==> src/rtl/fir_pkg.sv <==
// ---------------------------------------------------------------------------
// fir_pkg : opcode, operand-select and state encodings for fir_seq_ctrl
// Rev 1.0 : initial release
// ---------------------------------------------------------------------------
`default_nettype none

package fir_pkg;

  localparam logic [1:0] OP_MUL  = 2'b10;
  localparam logic [1:0] OP_ADD  = 2'b11;
  localparam logic [1:0] OP_ADDN = 2'b00;

  localparam logic [1:0] SELA_DMEM = 2'd0;
  localparam logic [1:0] SELA_DIN  = 2'd1;
  localparam logic [1:0] SELA_REGF = 2'd2;
  localparam logic [1:0] SELA_PSUM = 2'd3;

  localparam logic [1:0] SELB_CMEM = 2'd0;
  localparam logic [1:0] SELB_ZERO = 2'd1;
  localparam logic [1:0] SELB_ALUY = 2'd2;
  localparam logic [1:0] SELB_PSUM = 2'd3;

  typedef enum logic [2:0] {
    IDLE  = 3'd0,
    MUL   = 3'd1,
    DRAIN = 3'd2,
    ACC   = 3'd3,
    CAPT  = 3'd4,
    RED   = 3'd5
  } state_t;

endpackage

`default_nettype wire

==> src/rtl/fir_phase_cnt.sv <==
// ---------------------------------------------------------------------------
// fir_phase_cnt : loadable down-counter, o_tc high while the count is zero
// Rev 1.0 : initial release
// ---------------------------------------------------------------------------
`default_nettype none

module fir_phase_cnt #(
  parameter int CW = 8
) (
  input  logic          clk_fast,
  input  logic          rst_n,
  input  logic          i_load,
  input  logic [CW-1:0] i_val,
  output logic          o_tc
);

  logic [CW-1:0] r_cnt;

  always_ff @(posedge clk_fast or negedge rst_n) begin
    if (!rst_n)              r_cnt <= '0;
    else if (i_load)         r_cnt <= i_val;
    else if (r_cnt != '0)    r_cnt <= r_cnt - 1'b1;
  end

  assign o_tc = (r_cnt == '0);

endmodule

`default_nettype wire

==> src/rtl/fir_seq_ctrl.sv <==
// ---------------------------------------------------------------------------
// fir_seq_ctrl : FIR sequencer (latch, MUL, DRAIN, ACC, CAPT, RED) with
// decimation and din handshake. Optional macro FIR_CBANK_EN: dual CMEM bank.
// Rev 1.0 : initial release
// ---------------------------------------------------------------------------
`default_nettype none

module fir_seq_ctrl
  import fir_pkg::*;
#(
  parameter int NTAPS   = 64,
  parameter int AW      = 6,
  parameter int ALU_LAT = 5,
  parameter int DECIM   = 1
) (
  input  logic          clk_fast,
  input  logic          rst_n,
  input  logic          i_din_valid,
  output logic          o_din_ready,
  input  logic          i_cload,
  input  logic [AW-1:0] i_caddr,
`ifdef FIR_CBANK_EN
  input  logic          i_cswap,
  output logic [AW:0]   o_cmem_addr,
`else
  output logic [AW-1:0] o_cmem_addr,
`endif
  output logic          o_cload_drop,
  output logic          o_dmem_we,
  output logic [AW-1:0] o_dmem_addr,
  output logic          o_cmem_we,
  output logic          o_rf_we,
  output logic [AW-1:0] o_rf_addr,
  output logic [1:0]    o_alu_op,
  output logic [1:0]    o_sel_a,
  output logic [1:0]    o_sel_b,
  output logic          o_psum_we,
  output logic [2:0]    o_psum_idx,
  output logic          o_dout_valid,
  output logic          o_busy
);

  localparam int CW = $clog2(NTAPS + ALU_LAT * ALU_LAT + 1);
  localparam logic [CW-1:0] c_LEN_TAPS = CW'(NTAPS - 1);
  localparam logic [CW-1:0] c_LEN_LAT  = CW'(ALU_LAT - 1);
  localparam logic [CW-1:0] c_LAST_RED = CW'(ALU_LAT - 2);
  localparam logic [CW-1:0] c_LAT      = CW'(ALU_LAT);
  localparam logic [CW-1:0] c_NTAPS    = CW'(NTAPS);
  localparam logic [7:0]    c_DECIM_LAST = 8'(DECIM - 1);

  state_t        r_state, w_next;
  logic [AW-1:0] r_wptr, r_base;
  logic [7:0]    r_decim;
  logic [CW-1:0] r_k, r_ri, w_load_val, w_t;
  logic          r_dout_valid;
  logic          w_load, w_tc, w_ri_inc, w_accept, w_trigger;
  logic [AW-1:0] w_cmem_lo;

  fir_phase_cnt #(.CW(CW)) u_phase (
    .clk_fast (clk_fast),
    .rst_n    (rst_n),
    .i_load   (w_load),
    .i_val    (w_load_val),
    .o_tc     (w_tc)
  );

  // cload has priority over a sample offered in the same idle cycle
  assign w_accept  = (r_state == IDLE) && i_din_valid && !i_cload;
  assign w_trigger = w_accept && (r_decim == c_DECIM_LAST);
  // time since MUL start; REGF write of tap j lands at j+ALU_LAT
  assign w_t       = (r_state == DRAIN) ? (r_k + c_NTAPS) : r_k;

  always_ff @(posedge clk_fast or negedge rst_n) begin
    if (!rst_n) begin
      r_state      <= IDLE;
      r_wptr       <= '0;
      r_base       <= '0;
      r_decim      <= '0;
      r_k          <= '0;
      r_ri         <= '0;
      r_dout_valid <= 1'b0;
    end else begin
      r_state      <= w_next;
      r_k          <= w_load ? '0 : r_k + 1'b1;
      r_dout_valid <= (r_state == RED) && w_tc && (r_ri == c_LAST_RED);
      if (r_state == CAPT) r_ri <= '0;
      else if (w_ri_inc)   r_ri <= r_ri + 1'b1;
      if (w_accept) begin
        r_wptr  <= r_wptr + 1'b1;
        r_decim <= w_trigger ? 8'd0 : r_decim + 8'd1;
      end
      if (w_trigger) r_base <= r_wptr;
    end
  end

  always_comb begin
    w_next       = r_state;
    w_load       = 1'b0;
    w_load_val   = c_LEN_LAT;
    w_ri_inc     = 1'b0;
    o_din_ready  = 1'b0;
    o_dmem_we    = 1'b0;
    o_dmem_addr  = '0;
    o_cmem_we    = 1'b0;
    w_cmem_lo    = '0;
    o_rf_we      = 1'b0;
    o_rf_addr    = '0;
    o_alu_op     = OP_ADDN;
    o_sel_a      = SELA_DMEM;
    o_sel_b      = SELB_CMEM;
    o_psum_we    = 1'b0;
    o_psum_idx   = '0;
    o_cload_drop = 1'b0;
    case (r_state)
      IDLE: begin
        o_din_ready = !i_cload;
        o_dmem_we   = w_accept;
        o_dmem_addr = r_wptr;
        o_cmem_we   = i_cload;
        w_cmem_lo   = i_caddr;
        if (w_trigger) begin
          w_next     = MUL;
          w_load     = 1'b1;
          w_load_val = c_LEN_TAPS;
        end
      end
      MUL, DRAIN: begin
        if (r_state == MUL) begin
          o_alu_op    = OP_MUL;
          o_dmem_addr = r_base - r_k[AW-1:0];
          w_cmem_lo   = r_k[AW-1:0];
        end
        o_rf_we   = (w_t >= c_LAT);
        o_rf_addr = AW'(w_t - c_LAT);
        if (w_tc) begin
          w_next = (r_state == MUL) ? DRAIN : ACC;
          w_load = 1'b1;
          if (r_state == DRAIN) w_load_val = c_LEN_TAPS;
        end
      end
      ACC: begin
        o_alu_op  = OP_ADD;
        o_sel_a   = SELA_REGF;
        o_rf_addr = r_k[AW-1:0];
        // first ALU_LAT issues seed the lanes, later ones chain onto ALU Y
        o_sel_b   = (r_k < c_LAT) ? SELB_ZERO : SELB_ALUY;
        if (w_tc) begin
          w_next = CAPT;
          w_load = 1'b1;
        end
      end
      CAPT: begin
        o_psum_we  = 1'b1;
        o_psum_idx = r_k[2:0];
        if (w_tc) begin
          w_next = RED;
          w_load = 1'b1;
        end
      end
      RED: begin
        if (r_k == '0) begin
          o_alu_op = (r_ri == c_LAST_RED) ? OP_ADDN : OP_ADD;
          o_sel_a  = SELA_PSUM;
          if (r_ri == '0) begin
            o_sel_b    = SELB_PSUM;
            o_psum_idx = 3'd0;
          end else begin
            o_sel_b    = SELB_ALUY;
            o_psum_idx = r_ri[2:0] + 3'd1;
          end
        end
        if (w_tc) begin
          if (r_ri == c_LAST_RED) begin
            w_next = IDLE;
          end else begin
            w_load   = 1'b1;
            w_ri_inc = 1'b1;
          end
        end
      end
      default: w_next = IDLE;
    endcase
    if (r_state != IDLE) o_cload_drop = i_cload;
`ifdef FIR_CBANK_EN
    o_cload_drop = 1'b0;
    o_cmem_we    = i_cload;
    if (i_cload) w_cmem_lo = i_caddr;
`endif
  end

`ifdef FIR_CBANK_EN
  logic r_bank, r_pend;

  // bank flips only at a compute-triggering acceptance
  always_ff @(posedge clk_fast or negedge rst_n) begin
    if (!rst_n) begin
      r_bank <= 1'b0;
      r_pend <= 1'b0;
    end else begin
      if (w_trigger && r_pend) r_bank <= ~r_bank;
      r_pend <= (r_pend && !w_trigger) || i_cswap;
    end
  end

  assign o_cmem_addr = {(i_cload ? ~r_bank : r_bank), w_cmem_lo};
`else
  assign o_cmem_addr = w_cmem_lo;
`endif

  assign o_busy       = (r_state != IDLE);
  assign o_dout_valid = r_dout_valid;

endmodule

`default_nettype wire

==> config.mk <==
export PLATFORM = sky130hd
export DESIGN_NAME = fir_seq_ctrl
export DESIGN_NICKNAME = d
export VERILOG_FILES = /design/src/rtl/fir_pkg.sv /design/src/rtl/fir_phase_cnt.sv /design/src/rtl/fir_seq_ctrl.sv
export SDC_FILE = /design/constraint.sdc
export NUM_CORES = 1
export LEC_CHECK = 0
export CAP_MARGIN = 5
export CELL_PAD_IN_SITES_DETAIL_PLACEMENT = 2
export CELL_PAD_IN_SITES_GLOBAL_PLACEMENT = 2
export CORE_ASPECT_RATIO = 1.1
export CORE_UTILIZATION = 36
export CTS_CLUSTER_SIZE = 12
export DETAILED_ROUTE_END_ITERATION = 10
export GPL_ROUTABILITY_DRIVEN = 0
export HOLD_SLACK_MARGIN = 0.12
export PLACE_DENSITY_LB_ADDON = 0.1
export SLEW_MARGIN = 40
export SYNTH_ARGS = -nofsm -noshare
export SYNTH_HDL_FRONTEND = slang
export SYNTH_HIERARCHICAL = 1
export SYNTH_SLANG_ARGS = --single-unit
==> constraint.sdc <==
create_clock -name clk_fast -period 7.6 [get_ports clk_fast]
set_input_delay 1.52 -clock clk_fast [delete_from_list [all_inputs] [get_ports clk_fast]]
set_output_delay 1.52 -clock clk_fast [all_outputs]
set_load 0.01 [all_outputs]
==> results of run 1 <==
flip-flops by register name (all words and copies together), names as in the netlist:
register	flops
r_k	7
r_base	6
r_decim	8
u_phase/r_cnt	7
r_state	3
o_dout_valid	1
r_ri	7
r_wptr	6
area by class of cell:
| cell class | instances | share of cell area, % |
|---|---|---|
| tap | 108 | 3.68 |
| inverter | 19 | 1.94 |
| clock buffer | 5 | 1.87 |
| sequential | 45 | 30.7 |
| timing repair buffer | 46 | 12.5 |
| multi-input combinational | 245 | 47.6 |
| clock inverter | 3 | 1.77 |
how the worst min path moves through the flow:
stage / start / to / slack (ns)
6_report: r_wptr[5]$_DFFE_PN0P_ / r_wptr[5]$_DFFE_PN0P_ / 0.50
5_1_grt: r_wptr[5]$_DFFE_PN0P_ / r_wptr[5]$_DFFE_PN0P_ / 0.54
4_1_cts: r_wptr[5]$_DFFE_PN0P_ / r_wptr[5]$_DFFE_PN0P_ / 0.51
3_5_place_dp: r_wptr[5]$_DFFE_PN0P_ / r_wptr[5]$_DFFE_PN0P_ / 0.50
3_3_place_gp: r_base[0]$_DFFE_PN0N_ / r_base[0]$_DFFE_PN0N_ / 0.49
2_1_floorplan: r_wptr[5]$_DFFE_PN0P_ / r_wptr[5]$_DFFE_PN0P_ / 0.46
cells by family (layout without fill, tap and decap cells):
group | after synthesis | in the layout | synth area share, %
AND/OR/NAND/NOR | 118 | 118 | 22.1
AO/OA/AOI/OAI | 74 | 74 | 17.2
flip-flops | 45 | 45 | 37.4
buffers and inverters | 32 | 73 | 4.82
XOR/XNOR | 26 | 26 | 7.57
adder cells (fa/ha/maj) | 16 | 16 | 6.91
multiplexers | 9 | 9 | 3.74
other | 2 | 2 | 0.250
Yosys cell counts, types with 4 or more instances:
library cell  number  area [µm²]
a21o_1             4        30.0
a21oi_1           11        55.1
a22o_1            10        87.6
and2_1             6        37.5
buf_2              5        25.0
clkbuf_1           5        18.8
dfrtp_1           45        1130
ha_1              15         188
inv_1             18        67.6
mux2_4             4        60.1
nand2_1           31         116
nand2b_1           8        50.1
nand3_1           12        60.1
nand4_1            5        31.3
nor2_1            19        71.3
nor2b_1            7        43.8
nor3_1             8        40.0
o21ai_0           19        95.1
o22ai_1            4        25.0
o31ai_1            7        52.6
xnor2_1           23         201
power by group through the flow:
| stage | registers [W] | logic, W | clock network, W |
|---|---|---|---|
| after global routing | 0.000423 | 0.000831 | 0.000242 |
| final | 0.000411 | 0.000761 | 0.000227 |
| after global placement | 0.000412 | 0.000730 | 0 |
| after floorplan | 0.000350 | 0.000477 | 0 |
| after detailed placement | 0.000416 | 0.000752 | 0 |
| after CTS | 0.000412 | 0.000768 | 0.000229 |
through the flow:
stage	area, µm²	instances	hold slack [ns]	setup slack, ns
after floorplan	3010	322	0.463	3.90
after global placement	3510	462	0.490	2.84
after detailed placement	3530	462	0.497	2.81
after CTS	3660	470	0.514	2.80
after global routing	3670	471	0.536	2.76
final	3670	471	0.504	2.85
per-layer routing:
layer,wire (µm),up-vias,GRT usage (%)
li1,-,1212,-
met4,141,0,6.96
met3,193,9,3.30
met1,4040,1368,28.4
met2,4500,36,36.7
met5,0,-,0
==> run_results.csv, run 1 <==
group,metric,value,unit
outcome,status,"complete, no violations",
critical_path,startpoint,"i_cload",
critical_path,critPathArrivalTime,3.23,ns
critical_path,crit_top_cell,"clkdlybuf4s50_1",
sta,skew,0.00754,ns
synthesis,async_reset_ff_share,100,%
critical_path,slowest_stage,"clkdlybuf4s50_1",
placed_design,portBuffers,44,
sta,slew-limit-headroom,54.0,%
synthesis,ys_warn_count,6,
global_route,grt_pass1_wl,14.5,mm
clock_network,cts_buffers,5,
pwr,p_total,0.00140,W
clock_network,insertion_delay,0.32,ns
critical_path,r2r_setup_slack,4.68,ns
critical_path,critPathTopFamily,"buffers and inverters",
critical_path,cp_num_buf_inv,3,
pwr,swShare,41.6,%
pwr,p_sw,0.000582,W
critical_path,worstSetupPathDepth,5,
sta,hold_viol_final,0,
synthesis,synth_edf_count,0,
floorplanning,fp.dieArea,0.00873,mm²
synthesis,ys_seq_area_share,37.4,%
sta,period_share,62.5,%
sta,clock.fmax,0.211,GHz
layout,post-route-util,45.9,%
critical_path,r2r-start,"u_phase/r_cnt[3]$_DFFE_PN0P_",
drt,wl_per_cell,18.8,µm
critical_path,path_cells,"clkdlybuf4s50_1, nor2b_1, nand2_4, inv_2, clkdlybuf4s50_1",
sta,tightest_slew,0.691,ns
clock_network,clk_path_buf_depth,2,
critical_path,cp-endpoint,"o_dmem_we",
global_route,grt_util_all_layers,21.8,%
placed_design,dp_hpwl,6.26,mm
drt,dr.pass1.iters,4,
synthesis,yosys_most_used_dff,"dfrtp_1",
pwr,p_per_area,381,mW/mm²
layout,fillCellCount,914,
drt,vias_per_cell,5.57,
global_route,antenna_found_initial,0,
critical_path,crit_fanout,12,
synthesis,synthCells,322,
global_route,grt_pass1_vias,2736,
floorplanning,num_io_pins,45,
critical_path,critPathKind,"input pin to output port",
floorplanning,core.rowCount,34,
pwr,pwr-share-comb,54.4,%
sta,setup_violations,0,
global_route,grt_max_degree,46,
sta,final_max_slew_viol_count,0,
layout,final_cell_mix,"45 x dfrtp_1, 43 x clkdlybuf4s50_1, 31 x nand2_1",
clock_network,cts_root_buffer,"clkbuf_8",
synthesis,synth_seq_cells,45,
layout,diodes,0,
worst_hold_path,whs_path_depth,1,
critical_path,cp-end-kind,"output port",
synthesis,syn_nets,348,
sta,rsz0062_at_grt,"false",
floorplanning,die_h,97.9,µm
pwr,p_seq_share,29.4,%
critical_path,slowest_delay,0.57,ns
clock_network,clk_pin_slew,0.10,ns
global_route,gr-total-overflow,0,
clock_network,htreeDepth,2,
clock_network,cts_hold_buf,0,
layout,drive_gt1_share,8.54,%
drt,drc,0,
layout,multi_input_area,0.00175,mm²
critical_path,r2r_end,"u_phase/r_cnt[1]$_DFFE_PN0P_",
drt,num_vias,2625,
drt,routed_wirelength,8.87,mm
floorplanning,die_w,89.2,µm
clock_network,postCtsSetupRepairBufs,0,
critical_path,critPathLaunchType,"input pin",
floorplanning,start_util,37.6,%
floorplanning,core,0.00800,mm²
layout,area_growth,22.1,%
worst_hold_path,hp-class,"flop to flop",
clock_network,cts.repair.resized,0,
pwr,clkPwrFrac,16.2,%
pwr,leakagePower,1.62,nW
synthesis,synthDistinctLibCells,57,
layout,final_common_cell,"dfrtp_1",
critical_path,critPathRequiredTime,6.08,ns
flow_run,maxCapViolations,0,
critical_path,reg2reg_depth,6,
sta,fin_crit,4.75,ns
clock_network,clkSinkCount,45,
synthesis,synth_area_per_cell,9.34,µm²
pwr,irDropWorstVdd,161,µV
drt,antenna_left,0,
drt,drt_iter0_drc,81,
layout,regArea,0.00113,mm²
synthesis,synthesis.area,0.00301,mm²
layout,fin_nets,388,
pwr,p_int,0.000817,W
sta,tns,0,ns
clock_network,cts_tree,"built",
No activity file was read; power rests on OpenSTA's default activity.
==> run 2: changes to the inputs <==
Settings changed: CORE_UTILIZATION 36 to 34.
Clock period 7.6 ns to 4.5 ns, I/O delays scaled along.
==> run 2 against run 1 <==
Against the previous run: power is 63% higher; core utilization is 2.9 points lower; clock-buffer cell count increased by 2; first-iteration DRC count fell by 3.7%; clock skew up 0.00055 ns; clock power rose by 44%; flip-flop and latch count did not move.
==> run_results.csv, run 2 (same netlist as run 1, synthesis figures left out) <==
group,metric,value,unit
global_route,grt_pass1_wl,14.0,mm
placed_design,dp_hpwl,6.08,mm
worst_hold_path,whs_path_depth,1,
clock_network,cts_buffers,5,
clock_network,cts.repair.resized,0,
critical_path,path_cells,"inv_1, ha_1, nor2b_1, o2111a_1, or4_1, a32o_1, clkdlybuf4s50_1",
sta,setup_violations,0,
flow_run,maxCapViolations,0,
critical_path,slowest_stage,"clkdlybuf4s50_1",
sta,period_share,83.6,%
layout,area_growth,21.6,%
critical_path,worstSetupPathDepth,7,
sta,skew,0.00810,ns
critical_path,cp_num_buf_inv,2,
drt,drc,0,
sta,tightest_slew,0.703,ns
layout,final_common_cell,"dfrtp_1",
critical_path,cp-endpoint,"o_dmem_addr[5]",
placed_design,portBuffers,44,
drt,antenna_left,0,
clock_network,clk_pin_slew,0.08,ns
floorplanning,core,0.00850,mm²
outcome,status,"complete, no violations",
critical_path,r2r_setup_slack,1.65,ns
critical_path,critPathKind,"flop to output port",
worst_hold_path,hp-class,"flop to flop",
sta,slew-limit-headroom,52.6,%
layout,regArea,0.00113,mm²
layout,largest_reg_flops,8,
layout,fin_nets,388,
clock_network,cts_hold_buf,0,
drt,vias_per_cell,5.34,
layout,drive_gt1_share,8.26,%
sta,clock.fmax,0.266,GHz
sta,rsz0062_at_grt,"false",
global_route,antenna_found_initial,0,
critical_path,cp-end-kind,"output port",
critical_path,r2r-start,"u_phase/r_cnt[3]$_DFFE_PN0P_",
critical_path,slowest_delay,0.48,ns
layout,final_cell_mix,"45 x dfrtp_1, 43 x clkdlybuf4s50_1, 31 x nand2_1",
clock_network,insertion_delay,0.30,ns
floorplanning,die_w,91.7,µm
clock_network,clk_path_buf_depth,2,
layout,multi_input_area,0.00175,mm²
global_route,grt_util_all_layers,19.2,%
global_route,grt_max_degree,46,
drt,wl_per_cell,17.6,µm
sta,final_max_slew_viol_count,0,
sta,fin_crit,3.76,ns
sta,hold_slack,0.519,ns
floorplanning,num_io_pins,45,
drt,dr.pass1.iters,4,
clock_network,clkSinkCount,45,
floorplanning,core.rowCount,35,
clock_network,cts_root_buffer,"clkbuf_8",
floorplanning,die_h,101,µm
clock_network,htreeDepth,2,
critical_path,critPathRequiredTime,3.60,ns
layout,diodes,0,
global_route,gr-total-overflow,0,
critical_path,r2r_end,"u_phase/r_cnt[1]$_DFFE_PN0P_",
global_route,grt_pass1_vias,2685,
critical_path,critPathTopFamily,"buffers and inverters",
sta,tns,0,ns
pwr,irDropWorstVdd,174,µV
sta,hold_viol_final,0,
floorplanning,fp.dieArea,0.00923,mm²
layout,fillCellCount,971,
drt,routed_wirelength,8.36,mm
critical_path,startpoint,"r_k[1]$_DFF_PN0_",
clock_network,postCtsSetupRepairBufs,0,
drt,drt_iter0_drc,78,
critical_path,reg2reg_depth,6,
clock_network,cts_tree,"built",
floorplanning,start_util,35.4,%
critical_path,critPathLaunchType,"flop",
critical_path,crit_fanout,6,
pwr,p_per_area,624,mW/mm²
critical_path,critPathArrivalTime,2.86,ns
layout,top_register,"r_decim",
pwr,leakagePower,1.61,nW
drt,num_vias,2532,
[run 2: cell count changes in the layout (fill, tap and decap cells not counted)]
cell       before  now
buf_6           0    1
bufinv_16       2    1
clkbuf_1        0    1
clkinv_2        1    0
[run 2: how the worst min path moves through the flow]
| stage | from | to |
|---|---|---|
| 6_report | r_base[0]$_DFFE_PN0N_ | r_base[0]$_DFFE_PN0N_ |
| 5_1_grt | r_base[0]$_DFFE_PN0N_ | r_base[0]$_DFFE_PN0N_ |
| 4_1_cts | r_base[0]$_DFFE_PN0N_ | r_base[0]$_DFFE_PN0N_ |
| 3_5_place_dp | r_base[0]$_DFFE_PN0N_ | r_base[0]$_DFFE_PN0N_ |
| 3_3_place_gp | r_base[0]$_DFFE_PN0N_ | r_base[0]$_DFFE_PN0N_ |
| 2_1_floorplan | r_wptr[5]$_DFFE_PN0P_ | r_wptr[5]$_DFFE_PN0P_ |
[run 2: metrics by stage]
step	util, %	power [W]	worst slack, ns	area, µm²	instances
2_1_floorplan	-	0.00140	1.71	3010	322
3_3_place_gp	41.4	0.00192	0.973	3520	465
3_5_place_dp	41.5	0.00196	0.900	3530	465
4_1_cts	42.9	0.00230	0.709	3640	473
5_1_grt	43.0	0.00246	0.610	3660	474
6_report	43.0	0.00228	0.737	3660	474
[run 2: worst register-to-register path: stages, from the launching register on]
cell      delay (ns)
dfrtp_1         0.44
or4_4           0.59
nor2_1          0.44
nand4b_2        0.35
o211ai_4        0.63
a31oi_1         0.08
a22o_1          0.22
[run 2: cell type report]
| type | count | area share, % |
|---|---|---|
| inverter | 19 | 1.95 |
| clock inverter | 1 | 0.821 |
| tap | 111 | 3.80 |
| multi-input combinational | 245 | 47.8 |
| sequential | 45 | 30.8 |
| timing repair buffer | 46 | 12.5 |
| clock buffer | 7 | 2.36 |
[run 2: metal layers]
metal / routed length (µm) / share of wire (%) / vias up / track usage (%)
li1: - / - / 1216 / -
met3: 202 / 2.4 / 7 / 2.64
met5: 0 / 0 / - / 0
met2: 3950 / 47 / 33 / 32.5
met4: 73 / 0.87 / 0 / 4.40
met1: 4130 / 49 / 1276 / 25.9
[run 2: where the power goes]
part           total (W)  switching, W  internal (W)
combinational    0.00127      0.000606      0.000661
clock           0.000328      0.000147      0.000181
sequential      0.000688      0.000191      0.000497
==> run 3: changes to the inputs <==
Settings changed: CORE_UTILIZATION 34 to 30.
Clock period 4.5 ns to 3.05 ns, I/O delays scaled along.
==> run 3 against run 2 <==
Against the previous run: die area up 13%; clock power increased by 11%; critical endpoint is now o_dmem_addr[3]; design area up 4.9%; largest cell class unchanged; setup slack worse by 0.65 ns; worst hold slack got worse by 0.19 ns; via count is 2.8% higher; global-route usage decreased by 0.82 points.
==> run_results.csv, run 3 (same netlist as run 1, synthesis figures left out) <==
group,metric,value,unit
outcome,status,"complete, no violations",
pwr,irDropWorstVdd,384,µV
placed_design,placed_area,0.00367,mm²
critical_path,critPathRequiredTime,2.44,ns
drt,wl_met3,120,µm
clock_network,insertion_delay,0.30,ns
critical_path,critPathLaunchType,"flop",
sta,rsz0062_at_grt,"false",
sta,final_max_slew_viol_count,0,
layout,final_cell_mix,"44 x dfrtp_1, 33 x clkdlybuf4s50_1, 31 x nand2_1",
critical_path,critPathTopFamily,"buffers and inverters",
layout,regArea,0.00113,mm²
sta,skew,0.00636,ns
sta,tns,0,ns
drt,vias_per_cell,5.21,
sta,hold_viol_final,0,
floorplanning,num_io_pins,45,
drt,num_vias,2604,
pwr,p_total,0.00341,W
sta,clock.fmax,0.337,GHz
global_route,grt_util_all_layers,18.3,%
floorplanning,core,0.00954,mm²
sta,fin_crit,2.97,ns
critical_path,r2r-start,"u_phase/r_cnt[3]$_DFFE_PN0P_",
critical_path,critPathArrivalTime,2.36,ns
placed_design,portBuffers,44,
global_route,grt_pass1_wl,15.3,mm
drt,wl_per_cell,18.2,µm
layout,diodes,0,
drt,drt_iter0_drc,58,
drt,antenna_left,0,
drt,routed_wirelength,9.12,mm
clock_network,clk_path_buf_depth,2,
global_route,gr-total-overflow,0,
sta,period_share,97.3,%
layout,fillCellCount,1053,
sta,tightest_slew,0.664,ns
floorplanning,start_util,31.5,%
clock_network,htreeDepth,2,
drt,top_layer,"met4",
layout,multi_input_area,0.00179,mm²
layout,drive_gt1_share,15.4,%
global_route,grt_max_degree,27,
layout,area_growth,27.6,%
critical_path,cp-end-kind,"output port",
clock_network,cts_root_buffer,"clkbuf_8",
clock_network,clkSinkCount,45,
layout,fin_nets,410,
pwr,p_per_area,887,mW/mm²
sta,setup_violations,0,
layout,final_common_cell,"dfrtp_1",
sta,hold_slack,0.329,ns
layout,top_register,"r_decim",
layout,final_area,0.00384,mm²
layout,largest_reg_flops,8,
global_route,grt_pass1_vias,2992,
global_route,antenna_found_initial,0,
critical_path,r2r_setup_slack,0.58,ns
placed_design,dp_hpwl,6.83,mm
critical_path,critPathKind,"flop to output port",
clock_network,cts_buffers,5,
critical_path,slowest_stage,"clkdlybuf4s50_1",
floorplanning,core.rowCount,37,
drt,drc,0,
clock_network,cts_hold_buf,0,
drt,met1_length,4.15,mm
worst_hold_path,hp-class,"input pin to asynchronous set/reset pin",
critical_path,slowest_delay,0.48,ns
sta,slew-limit-headroom,55.7,%
floorplanning,fp.dieArea,0.0104,mm²
critical_path,path_cells,"inv_1, ha_1, nor2b_1, o21a_1, or3_1, a32o_1, clkdlybuf4s50_1",
critical_path,reg2reg_depth,7,
critical_path,cp_num_buf_inv,2,
clock_network,cts_tree,"built",
floorplanning,die_w,97.5,µm
pwr,leakagePower,1.79,nW
critical_path,r2r_end,"u_phase/r_cnt[1]$_DFFE_PN0P_",
clock_network,clk_pin_slew,0.09,ns
flow_run,maxCapViolations,0,
drt,dr.pass1.iters,4,
critical_path,crit_fanout,2,
drt,wl_met2,4.76,mm
floorplanning,die_h,107,µm
run 3: through the flow:
step	utilization, %	setup WS (ns)	instances
floorplan	-	0.550	322
global placement	38.5	0.165	489
detailed placement	38.5	0.143	489
CTS	39.9	0.0125	498
global route	40.2	0.000447	500
finish	40.2	0.0837	500
run 3: layout make-up:
| class | count | share of cell area (%) |
|---|---|---|
| multi-input combinational | 245 | 46.7 |
| sequential | 45 | 29.4 |
| timing repair buffer | 68 | 16.3 |
| tap | 117 | 3.81 |
| inverter | 19 | 1.86 |
| clock buffer | 5 | 1.79 |
| clock inverter | 1 | 0.130 |
run 3: worst max-delay path by stage:
stage	from	end	slack, ns	cells after the start
after global placement	r_base[1]$_DFFE_PN0N_	o_dmem_addr[5]	0.16	6
after floorplan	r_k[1]$_DFF_PN0_	o_dmem_addr[5]	0.55	6
after global routing	r_k[1]$_DFF_PN0_	o_dmem_addr[3]	0.0004	7
final	r_k[1]$_DFF_PN0_	o_dmem_addr[3]	0.08	7
after CTS	r_k[0]$_DFF_PN0_	o_psum_idx[1]	0.01	8
after detailed placement	r_k[0]$_DFF_PN0_	o_psum_idx[0]	0.14	8
run 3: report_power, final:
group	switching [W]	internal, W
clock	0.000211	0.000152
sequential	0.000186	0.000736
combinational	0.00105	0.00107
run 3: layer usage:
| layer | track usage [%] | up-vias |
|---|---|---|
| met5 | 0 | - |
| met4 | 3.99 | 0 |
| met3 | 2.02 | 6 |
| met2 | 33.9 | 23 |
| met1 | 22.9 | 1319 |
| li1 | - | 1256 |
run 3: worst reg2reg max path: cells and delay by family (launching register included):
| family | cells | cell delay (ns) |
|---|---|---|
| simple gates | 3 | 1.11 |
| compound gates | 3 | 0.54 |
| flops | 1 | 0.44 |
| buf+inv | 1 | 0.28 |
run 3: repair_timing:
item	4_1_cts	5_1_grt
setup endpoints to repair	9	5
setup buffers	3	2
gates cloned	0	0
pin swaps	1	2
resized for setup	15	9
